[src/rtl/mem_port_arbiter_pkg.sv]
// mem_arb_pkg: shared types and constants for the BRAM port arbiter.
//   arb_state_t : IDLE / ISSUE / COMPLETE state encoding
//   OWNER_CPU / OWNER_PER : owner identifiers for the latched transaction
package mem_arb_pkg;

  typedef enum logic [1:0] {
    IDLE     = 2'd0,
    ISSUE    = 2'd1,
    COMPLETE = 2'd2
  } arb_state_t;

  localparam logic OWNER_CPU = 1'b0;
  localparam logic OWNER_PER = 1'b1;

endpackage

[src/rtl/mem_port_arbiter_if.sv]
// mem_port_arbiter_if: requester, BRAM and status signals of the arbiter.
//   CPU side : cpu_req/we/addr/wdata in, cpu_ack/rdata out
//   PER side : per_req/we/addr/wdata in, per_ack/rdata out
//   BRAM     : mem_addr/wdata/we out, mem_rdata in
//   status   : busy, owner out
// master = arbiter view, slave = environment (requesters + BRAM) view.
interface mem_port_arbiter_if #(
  parameter int ADDR_W = 16,
  parameter int DATA_W = 16
);

  logic              cpu_req;
  logic              cpu_we;
  logic [ADDR_W-1:0] cpu_addr;
  logic [DATA_W-1:0] cpu_wdata;
  logic              cpu_ack;
  logic [DATA_W-1:0] cpu_rdata;

  logic              per_req;
  logic              per_we;
  logic [ADDR_W-1:0] per_addr;
  logic [DATA_W-1:0] per_wdata;
  logic              per_ack;
  logic [DATA_W-1:0] per_rdata;

  logic [ADDR_W-1:0] mem_addr;
  logic [DATA_W-1:0] mem_wdata;
  logic              mem_we;
  logic [DATA_W-1:0] mem_rdata;

  logic              busy;
  logic              owner;

  modport master (
    input  cpu_req, cpu_we, cpu_addr, cpu_wdata,
    input  per_req, per_we, per_addr, per_wdata,
    input  mem_rdata,
    output cpu_ack, cpu_rdata, per_ack, per_rdata,
    output mem_addr, mem_wdata, mem_we,
    output busy, owner
  );

  modport slave (
    output cpu_req, cpu_we, cpu_addr, cpu_wdata,
    output per_req, per_we, per_addr, per_wdata,
    output mem_rdata,
    input  cpu_ack, cpu_rdata, per_ack, per_rdata,
    input  mem_addr, mem_wdata, mem_we,
    input  busy, owner
  );

endinterface

[src/rtl/mem_port_arbiter_priority.sv]
// mem_arb_priority: winner select with fixed CPU priority and a starvation
// counter that forces a peripheral grant after STARVE_LIMIT consecutive CPU
// grants while the peripheral is waiting.
//   clk, rst      : clock, asynchronous active-low reset
//   i_arbitrate   : high in cycles whose closing edge is an arbitration point
//   i_cpu_req     : CPU request level
//   i_per_req     : peripheral request level
//   o_grant       : some requester wins at this arbitration
//   o_winner      : OWNER_CPU / OWNER_PER (meaningful only with o_grant)
module mem_arb_priority
  import mem_arb_pkg::*;
#(
  parameter int STARVE_LIMIT = 4
) (
  input  logic clk,
  input  logic rst,
  input  logic i_arbitrate,
  input  logic i_cpu_req,
  input  logic i_per_req,
  output logic o_grant,
  output logic o_winner
);

  localparam int CNT_W = $clog2(STARVE_LIMIT + 1);
  localparam logic [CNT_W-1:0] LIMIT = CNT_W'(STARVE_LIMIT);

  logic [CNT_W-1:0] r_starve_cnt;
  logic             w_force_per;

  always_comb begin
    w_force_per = i_per_req && (r_starve_cnt == LIMIT);
    o_grant     = i_cpu_req || i_per_req;
    o_winner    = (w_force_per || !i_cpu_req) ? OWNER_PER : OWNER_CPU;
  end

  // Counts CPU wins only while the peripheral is actually waiting.
  always_ff @(posedge clk or negedge rst) begin
    if (!rst) begin
      r_starve_cnt <= '0;
    end else if (i_arbitrate) begin
      if (!i_per_req || o_winner == OWNER_PER) begin
        r_starve_cnt <= '0;
      end else if (r_starve_cnt != LIMIT) begin
        r_starve_cnt <= r_starve_cnt + CNT_W'(1);
      end
    end
  end

endmodule

[src/rtl/mem_port_arbiter.sv]
// mem_port_arbiter: shares the single BRAM address/data port between the CPU
// and a peripheral/DMA master, one transaction at a time.
//   clk  : system clock, rising edge
//   rst  : asynchronous active-low reset
//   bus  : mem_port_arbiter_if.master -- requester handshakes, BRAM port,
//          busy (ISSUE/COMPLETE) and owner (latched transaction's requester)
// Sequence: arbitrate (leaving IDLE/COMPLETE) -> ISSUE (BRAM driven from
// latched registers) -> COMPLETE (owner's ack pulse, read data valid).
module mem_port_arbiter
  import mem_arb_pkg::*;
#(
  parameter int ADDR_W       = 16,
  parameter int DATA_W       = 16,
  parameter int STARVE_LIMIT = 4
) (
  input  logic                 clk,
  input  logic                 rst,
  mem_port_arbiter_if.master   bus
);

  arb_state_t        r_state;
  arb_state_t        w_next_state;
  logic              r_we;
  logic [ADDR_W-1:0] r_addr;
  logic [DATA_W-1:0] r_wdata;
  logic              r_owner;
  logic [DATA_W-1:0] r_cpu_rdata;
  logic [DATA_W-1:0] r_per_rdata;

  logic              w_arbitrate;
  logic              w_grant;
  logic              w_winner;

  assign w_arbitrate = (r_state == IDLE) || (r_state == COMPLETE);

  mem_arb_priority #(
    .STARVE_LIMIT (STARVE_LIMIT)
  ) u_priority (
    .clk         (clk),
    .rst         (rst),
    .i_arbitrate (w_arbitrate),
    .i_cpu_req   (bus.cpu_req),
    .i_per_req   (bus.per_req),
    .o_grant     (w_grant),
    .o_winner    (w_winner)
  );

  always_comb begin
    w_next_state = r_state;
    case (r_state)
      IDLE, COMPLETE: w_next_state = w_grant ? ISSUE : IDLE;
      ISSUE:          w_next_state = COMPLETE;
      default:        w_next_state = IDLE;
    endcase
  end

  always_ff @(posedge clk or negedge rst) begin
    if (!rst) r_state <= IDLE;
    else      r_state <= w_next_state;
  end

  // The latch only loads on the edge entering ISSUE, so driving the BRAM
  // address/data straight from it holds them stable outside ISSUE.
  always_ff @(posedge clk or negedge rst) begin
    if (!rst) begin
      r_we    <= 1'b0;
      r_addr  <= '0;
      r_wdata <= '0;
      r_owner <= OWNER_CPU;
    end else if (w_arbitrate && w_grant) begin
      r_owner <= w_winner;
      if (w_winner == OWNER_PER) begin
        r_we    <= bus.per_we;
        r_addr  <= bus.per_addr;
        r_wdata <= bus.per_wdata;
      end else begin
        r_we    <= bus.cpu_we;
        r_addr  <= bus.cpu_addr;
        r_wdata <= bus.cpu_wdata;
      end
    end
  end

  always_ff @(posedge clk or negedge rst) begin
    if (!rst) begin
      r_cpu_rdata <= '0;
      r_per_rdata <= '0;
    end else if (r_state == ISSUE && !r_we) begin
      if (r_owner == OWNER_PER) r_per_rdata <= bus.mem_rdata;
      else                      r_cpu_rdata <= bus.mem_rdata;
    end
  end

  // Decoded from state so reset kills mem_we and any pending ack at once.
  assign bus.mem_addr  = r_addr;
  assign bus.mem_wdata = r_wdata;
  assign bus.mem_we    = (r_state == ISSUE) && r_we;
  assign bus.cpu_ack   = (r_state == COMPLETE) && (r_owner == OWNER_CPU);
  assign bus.per_ack   = (r_state == COMPLETE) && (r_owner == OWNER_PER);
  assign bus.cpu_rdata = r_cpu_rdata;
  assign bus.per_rdata = r_per_rdata;
  assign bus.busy      = (r_state != IDLE);
  assign bus.owner     = r_owner;

endmodule

[src/flat_wrapper.sv]
// flat-port wrapper written by rule: the top's interface ports become plain ports
module mem_port_arbiter_flat import mem_arb_pkg::*;
#(
  parameter int ADDR_W       = 16,
  parameter int DATA_W       = 16,
  parameter int STARVE_LIMIT = 4
)
  (clk, rst, bus_cpu_req, bus_cpu_we, bus_cpu_addr, bus_cpu_wdata, bus_per_req, bus_per_we, bus_per_addr, bus_per_wdata, bus_mem_rdata, bus_cpu_ack, bus_cpu_rdata, bus_per_ack, bus_per_rdata, bus_mem_addr, bus_mem_wdata, bus_mem_we, bus_busy, bus_owner);
  mem_port_arbiter_if #(.ADDR_W(ADDR_W), .DATA_W(DATA_W)) bus_i ();
  input  logic clk;
  input  logic rst;
  input wire logic [$bits(bus_i.cpu_req)-1:0] bus_cpu_req;
  input wire logic [$bits(bus_i.cpu_we)-1:0] bus_cpu_we;
  input wire logic [$bits(bus_i.cpu_addr)-1:0] bus_cpu_addr;
  input wire logic [$bits(bus_i.cpu_wdata)-1:0] bus_cpu_wdata;
  input wire logic [$bits(bus_i.per_req)-1:0] bus_per_req;
  input wire logic [$bits(bus_i.per_we)-1:0] bus_per_we;
  input wire logic [$bits(bus_i.per_addr)-1:0] bus_per_addr;
  input wire logic [$bits(bus_i.per_wdata)-1:0] bus_per_wdata;
  input wire logic [$bits(bus_i.mem_rdata)-1:0] bus_mem_rdata;
  output wire logic [$bits(bus_i.cpu_ack)-1:0] bus_cpu_ack;
  output wire logic [$bits(bus_i.cpu_rdata)-1:0] bus_cpu_rdata;
  output wire logic [$bits(bus_i.per_ack)-1:0] bus_per_ack;
  output wire logic [$bits(bus_i.per_rdata)-1:0] bus_per_rdata;
  output wire logic [$bits(bus_i.mem_addr)-1:0] bus_mem_addr;
  output wire logic [$bits(bus_i.mem_wdata)-1:0] bus_mem_wdata;
  output wire logic [$bits(bus_i.mem_we)-1:0] bus_mem_we;
  output wire logic [$bits(bus_i.busy)-1:0] bus_busy;
  output wire logic [$bits(bus_i.owner)-1:0] bus_owner;
  assign bus_i.cpu_req = bus_cpu_req;
  assign bus_i.cpu_we = bus_cpu_we;
  assign bus_i.cpu_addr = bus_cpu_addr;
  assign bus_i.cpu_wdata = bus_cpu_wdata;
  assign bus_i.per_req = bus_per_req;
  assign bus_i.per_we = bus_per_we;
  assign bus_i.per_addr = bus_per_addr;
  assign bus_i.per_wdata = bus_per_wdata;
  assign bus_i.mem_rdata = bus_mem_rdata;
  assign bus_cpu_ack = bus_i.cpu_ack;
  assign bus_cpu_rdata = bus_i.cpu_rdata;
  assign bus_per_ack = bus_i.per_ack;
  assign bus_per_rdata = bus_i.per_rdata;
  assign bus_mem_addr = bus_i.mem_addr;
  assign bus_mem_wdata = bus_i.mem_wdata;
  assign bus_mem_we = bus_i.mem_we;
  assign bus_busy = bus_i.busy;
  assign bus_owner = bus_i.owner;
  mem_port_arbiter #(.ADDR_W(ADDR_W), .DATA_W(DATA_W), .STARVE_LIMIT(STARVE_LIMIT)) u_core (.clk(clk), .rst(rst), .bus(bus_i));
endmodule
[config.mk]
export PLATFORM = sky130hd
export DESIGN_NAME = mem_port_arbiter_flat
export DESIGN_NICKNAME = d
export VERILOG_FILES = /design/src/rtl/mem_port_arbiter_pkg.sv /design/src/rtl/mem_port_arbiter_if.sv /design/src/rtl/mem_port_arbiter_priority.sv /design/src/rtl/mem_port_arbiter.sv /design/src/flat_wrapper.sv
export SDC_FILE = /design/constraint.sdc
export NUM_CORES = 1
export LEC_CHECK = 0
export BUFFER_PORTS_ARGS = -buffer_cell sky130_fd_sc_hd__buf_4
export CAP_MARGIN = 20
export CORE_UTILIZATION = 44
export CTS_BUF_LIST = sky130_fd_sc_hd__clkbuf_8
export DETAILED_ROUTE_END_ITERATION = 7
export PLACE_DENSITY = 0.77
export SYNTH_ARGS = -nofsm -noshare
export SYNTH_HDL_FRONTEND = slang
export SYNTH_SLANG_ARGS = --single-unit
[constraint.sdc]
create_clock -name clk -period 2.52 [get_ports clk]
set_clock_uncertainty 0.15 [all_clocks]
set_input_delay 0.126 -clock clk [delete_from_list [all_inputs] [get_ports clk]]
set_output_delay 0.126 -clock clk [all_outputs]
set_load 0.005 [all_outputs]
=== Word-level counts from Yosys, hierarchy flattened ===
Cells that the tools add are included.

* Memory bits (writable): 0
* Latch bits: 0
* Register bits: 71
* Bits of input ports: 86
* Output and inout bits: 69
* Logic and storage cells: 42
* Memories kept: 0
* Bits in read-only memories: 0

* Divide/modulo/power cells: 0
* Magnitude comparators: 0
* Muxes and demuxes: 8
* Reductions and logical operators: 20
* Bitwise logic cells: 1
* Equal/unequal tests: 4
* Shift operators: 0
* Multipliers: 0
* Add/sub/neg operators: 1

{| class="wikitable"
|+ Operator list
! cell !! count
|-
| $mux 16 || 2
|-
| $logic_and 1x1->1 || 6
|-
| $mux 3 || 2
|-
| $reduce_and 2->1 || 3
|-
| $logic_or 1x1->1 || 4
|-
| $pmux 2 s2 || 1
|-
| $reduce_bool 2->1 || 2
|-
| $add 3x1->3 const B || 1
|-
| $eq 3x3->1 const B || 1
|-
| $logic_not 1->1 || 3
|-
| $mux 1 || 3
|-
| $ne 3x3->1 const B || 1
|-
| $eq 2x1->1 const B || 1
|-
| $eq 2x2->1 const B || 1
|-
| $logic_not 2->1 || 1
|-
| $reduce_or 2->1 || 1
|-
| $not 1->1 || 1
|}

=== Logic depth before layout (Yosys ltp) ===
* Depth in word-level cells: 7
* Mapped depth: 7
* Mapped depth without buffers: 5

=== Modules after synthesis ===
Synthesis repeated with hierarchy kept, for this count alone.

* Cells, all modules: 208
* Area, all modules: 3169.3 µm²

{| class="wikitable"
|+ Modules (own cells, without submodules)
! module !! cells an instance !! sequential area each (µm²) !! area each (µm²) !! times used
|-
| mem_port_arbiter || 187 || 1701.6 || 2966.6 || 1
|-
| mem_arb_priority || 21 || 75.1 || 202.7 || 1
|}

=== Worst setup path after synthesis ===
OpenSTA, ideal clock, no wires.

* Path kind: reg2reg
* Start: register u_core.u_priority.r_starve_cnt[0]
* End: register u_core.r_addr[10] (netlist: u_core.bus.mem_addr[10])
* Data required time: 2.232 ns
* Arrival time: 1.527 ns
* Clock period less this slack: 1.815 ns
* Buffers on the path: 2
* Slack: 0.705 ns
* Stages on the path, launching flop included: 8
* Setup time: 0.138 ns
* Cell sequence: dfrtp_1 inv_1 ha_1 nand3_1 and2_1 clkbuf_1 clkbuf_1 o211ai_1

* Word-level cells in the longest chain between the ends: 5

{| class="wikitable"
|+ Ends and longest elaborated chain
! element !! RTL line !! text
|-
| from (decl) || mem_port_arbiter_priority.sv:27 || <nowiki>logic [CNT_W-1:0] r_starve_cnt;</nowiki>
|-
| from (signal assigned) || mem_port_arbiter_priority.sv:44 || <nowiki>r_starve_cnt <= r_starve_cnt + CNT_W'(1);</nowiki>
|-
| $eq 3x3->1 || mem_port_arbiter_priority.sv:31 || <nowiki>w_force_per = i_per_req && (r_starve_cnt == LIMIT);</nowiki>
|-
| $logic_and 1x1->1 || mem_port_arbiter_priority.sv:31 ||
|-
| $logic_or 1x1->1 || mem_port_arbiter_priority.sv:33 || <nowiki>o_winner = (w_force_per || !i_cpu_req) ? OWNER_PER : OWNER_CPU;</nowiki>
|-
| $mux 1 || mem_port_arbiter_priority.sv:33 ||
|-
| $mux 16 || mem_port_arbiter.sv:72 || <nowiki>if (w_winner == OWNER_PER) begin</nowiki>
|-
| to (signal assigned) || mem_port_arbiter.sv:74 || <nowiki>r_addr <= bus.per_addr;</nowiki>
|-
| to (signal assigned) || mem_port_arbiter.sv:78 || <nowiki>r_addr <= bus.cpu_addr;</nowiki>
|-
| to (decl) || mem_port_arbiter.sv:24 || <nowiki>logic [ADDR_W-1:0] r_addr;</nowiki>
|}

No other way between the ends.
A chain may end at the register's enable or synchronous reset.

=== Worst setup path in the final report ===
* Start: input port bus_per_req
* End: register u_core.r_addr[14] (netlist: u_core.bus.mem_addr[14])

* Word-level cells in the longest chain between the ends: 4
* Elaborated cells between the ends (all ways): 6
* Those cells by class: 2 x mux; 4 x reduce/logical

{| class="wikitable"
|+ Ends and longest elaborated chain
! element !! RTL line !! text
|-
| from (decl) || flat_wrapper.sv:16 || <nowiki>input wire logic [$bits(bus_i.per_req)-1:0] bus_per_req;</nowiki>
|-
| $logic_and 1x1->1 || mem_port_arbiter_priority.sv:31 ||
|-
| $logic_or 1x1->1 || mem_port_arbiter_priority.sv:33 ||
|-
| $mux 1 || mem_port_arbiter_priority.sv:33 ||
|-
| $mux 16 || mem_port_arbiter.sv:72 ||
|}

Several ways; a longest one is shown, not always the timed one.

==> impl_metrics.env <==
export IMPL_run_status="completed"
export IMPL_pre_cts_slack_ns=0.3757
export IMPL_ioPinCount=155
export IMPL_synth_top_cells_by_area="sky130_fd_sc_hd__dfrtp_1 57%, sky130_fd_sc_hd__mux2_2 12%, sky130_fd_sc_hd__nand2_1 8.2%"
export IMPL_dieArea_sq_um=7459
export IMPL_grt_overflow_total=0
export IMPL_criticalPathCategory="input port to flip-flop"
export IMPL_r2r_end="u_core.bus.mem_addr[14]"
export IMPL_max_slew_worst_pin_slew_ns=1.015
export IMPL_peakVddDrop_v=0.0003323
export IMPL_sort_of_element_at_the_end_of_the_critical_path="flip-flop"
export IMPL_crit_path_top_delay_cell="sky130_fd_sc_hd__clkinv_1"
export IMPL_synth_cells_most_frequent="71 x sky130_fd_sc_hd__dfrtp_1, 68 x sky130_fd_sc_hd__nand2_1, 34 x sky130_fd_sc_hd__nand4_1"
export IMPL_cell_with_the_most_instances_after_synthesis="sky130_fd_sc_hd__dfrtp_1"
export IMPL_timing_rr_start="u_core.r_state[0]"
export IMPL_insertedDiodeCount=0
export IMPL_final_antenna_net_count=0
export IMPL_crit_required_ns=2.56
export IMPL_netlist_cell_type_count=28
export IMPL_die_height_microns=86.37
export IMPL_post_route_cells_drive_above_1_share_pct=40.76
export IMPL_r2r_worst_path_cells=4
export IMPL_layout_nets=608
export IMPL_post_synthesis_sequential_area_ratio_pct=56.73
export IMPL_r2r_slack_ns=0.15
export IMPL_synthesis_area_sq_um=3132
export IMPL_synth_flop_cell="sky130_fd_sc_hd__dfrtp_1"
export IMPL_crit_arrival_ns=2.41
export IMPL_post_route_min_period_ns=2.372
export IMPL_synth_top_cell_by_area="sky130_fd_sc_hd__dfrtp_1"
export IMPL_slew_violations=0
export IMPL_global_route_wire_length_before_repair_microns=17420
export IMPL_ys_warnings_count=0
export IMPL_grt_total_usage_pct=30.61
export IMPL_tritoncts_num_sinks=71
export IMPL_final_seq_area_sq_um=1777
export IMPL_report_final_hold_viol_count=0
export IMPL_htree_num_levels=3
export IMPL_synthesis_area_per_instance_sq_um=10.91
export IMPL_multi_input_area_sq_um=1234
export IMPL_max_freq_ghz=0.4216
export IMPL_final_core_util_pct=79.05
export IMPL_critical_path_peak_fanout=35
export IMPL_static_leakage_power_nw=2.500
export IMPL_row_count=30
export IMPL_hold_path_startpoint="bus_cpu_req"
export IMPL_fill_cells=434
export IMPL_drt_iter0_markers=165
export IMPL_globalplace_congestion=0.7408
export IMPL_postCtsResizedCells=0
export IMPL_areaGrowthSynthToFinish_pct=72.43
export IMPL_pin_count_of_the_biggest_net_entering_global_routing=72
export IMPL_layout_setup_ws_ns=0.1481
export IMPL_route_vias_total=3299
export IMPL_fin_tns_setup_ns=0
export IMPL_maxCapViolations=0
export IMPL_cp_slowest_stage_delay_ns=0.80
export IMPL_core_area_sq_um=6832
export IMPL_max_slew_margin_vs_limit_pct=31.92
export IMPL_synth_edf_count=0
export IMPL_tritoncts="yes"
export IMPL_grt_pass1_vias=3470
export IMPL_routedWlPerCell_microns=17.57
export IMPL_ctsRootBufferMaster="sky130_fd_sc_hd__clkbuf_8"
export IMPL_final_min_period_over_clock_period_pct=94.12
export IMPL_hold_depth=4
export IMPL_drt_pass1_iterations=4
export IMPL_route_final_wire_length_microns=10910
export IMPL_critical_path_startpoint_type="input port"
export IMPL_hold_path_end="u_core.bus.mem_wdata[14]"
export IMPL_start_util_pct=45.84
export IMPL_setup_violations_final=0
export IMPL_cts_made_buffers=9
export IMPL_clkTransAtPathRegs_ns=0.08
export IMPL_synth_seq_cells=71
export IMPL_postSynthNetCount=375
export IMPL_hold_path_class="input port to flip-flop"
export IMPL_crit_path_cell_chain="dlygate4sd3_1 -> buf_4 -> o21bai_2 -> clkinv_1 -> nand2_1 -> o211ai_1"
export IMPL_post_synth_inst_count=287
export IMPL_detailed_place_hpwl_microns=5909
export IMPL_initial_antenna_violation_count=0
export IMPL_synth_async_reset_ratio_pct=100.0
export IMPL_numPortBuffers=154
export IMPL_power_per_standard_cell_area_nw_per_um2=762.3
export IMPL_max_clock_path_buffers=2
export IMPL_total_drc_errors_in_the_routed_layout=0
export IMPL_synth_top_area_share_pct=56.73
export IMPL_drt_vias_per_instance=5.312
export IMPL_rsz_0062_raised_after_global_routing="false"
export IMPL_die_width_microns=86.37
export IMPL_clkLatencyLatePin_ns=0.34
cell type report:
cell class / instances / share of cell area (%)
inverter: 4 / 0.2780
tap: 96 / 2.224
timing repair buffer: 246 / 38.09
multi-input combinational: 188 / 22.85
clock inverter: 6 / 1.112
sequential: 71 / 32.90
clock buffer: 10 / 2.549
worst max-delay path, delay by kind of cell:
kind / cells / cell delay, ns
buffers and inverters: 3 / 1.51
AND/OR/NAND/NOR: 1 / 0.44
AO/OA/AOI/OAI: 2 / 0.31
placed cells by master, fill, tap and decap left out, drive strengths merged, types with 2 or more instances in the layout:
| cell | instances |
|---|---|
| dlygate4sd3 | 84 |
| nand4 | 34 |
| inv | 3 |
| dfrtp | 71 |
| and2 | 2 |
| clkbuf | 10 |
| o21ai | 2 |
| buf | 162 |
| nand3 | 2 |
| nand2 | 68 |
| clkinv | 4 |
| o211ai | 33 |
| nor2 | 3 |
| ha | 2 |
| mux2 | 32 |
| clkinvlp | 2 |
state kept, by name, summed over array words and instances, names as in the netlist:
signal and flops:
u_core.bus.mem_wdata 16, u_core.r_state 2, u_core.bus.mem_addr 16, u_core.bus.owner 1, u_core.bus.per_rdata 16, u_core.bus.cpu_rdata 16
u_core.r_we 1, u_core.u_priority.r_starve_cnt 3
how the worst max path moves through the flow:
stage | start | endpoint | slack, ns | depth (start not counted)
floorplan | u_core.u_priority.r_starve_cnt[0] | u_core.bus.mem_addr[10] | 0.70 | 7
global placement | u_core.r_state[0] | u_core.bus.mem_wdata[14] | 0.45 | 4
detailed placement | u_core.r_state[0] | u_core.bus.mem_wdata[10] | 0.38 | 4
CTS | bus_per_req | u_core.bus.mem_wdata[10] | 0.36 | 6
global route | u_core.r_state[0] | u_core.bus.mem_addr[14] | 0.03 | 4
finish | bus_per_req | u_core.bus.mem_addr[14] | 0.15 | 6
power by group:
part / switching (W) / internal (W) / total [W]
Sequential: 0.000237 / 0.00152 / 0.00175
Combinational: 0.000551 / 0.000911 / 0.00146
Clock: 0.000423 / 0.000479 / 0.000901
repair_timing:
action                    4_1_cts  5_1_grt
hold buffers                   84        0
hold endpoints to repair      139        0
buffers inserted                0        0
per-stage QoR:
stage	hold WS [ns]	instance area (sq um)	std cells	power, W
3_5_place_dp	0.1587	4362	521	0.003087
5_1_grt	0.2679	5400	621	0.004345
2_1_floorplan	-0.3196	3132	287	0.002239
3_3_place_gp	0.1505	4362	521	0.003017
6_report	0.2583	5400	621	0.004116
4_1_cts	0.2495	5400	621	0.004084
cell families (layout without fill, tap and decap cells):
family          Yosys count  count (layout)  synth area share (%)
fa+ha+maj                 2               2                0.7989
flops                    71              71                 56.73
compound gates           38              38                 8.949
buf+inv                  28             266                 3.875
simple gates            115             115                 17.82
mux                      33              33                 11.83
layer usage:
layer  track usage [%]  routed length (microns)  share of wire [%]  up-vias
met5                 0                        0                  0        -
met4             13.18                      328                3.0        0
met3             7.143                      869                8.0       30
met2             53.61                     5493                 50      182
met1             36.00                     4217                 39     1594
li1                  -                        -                  -     1493
Note: power is estimated with default switching activity, not from simulation.
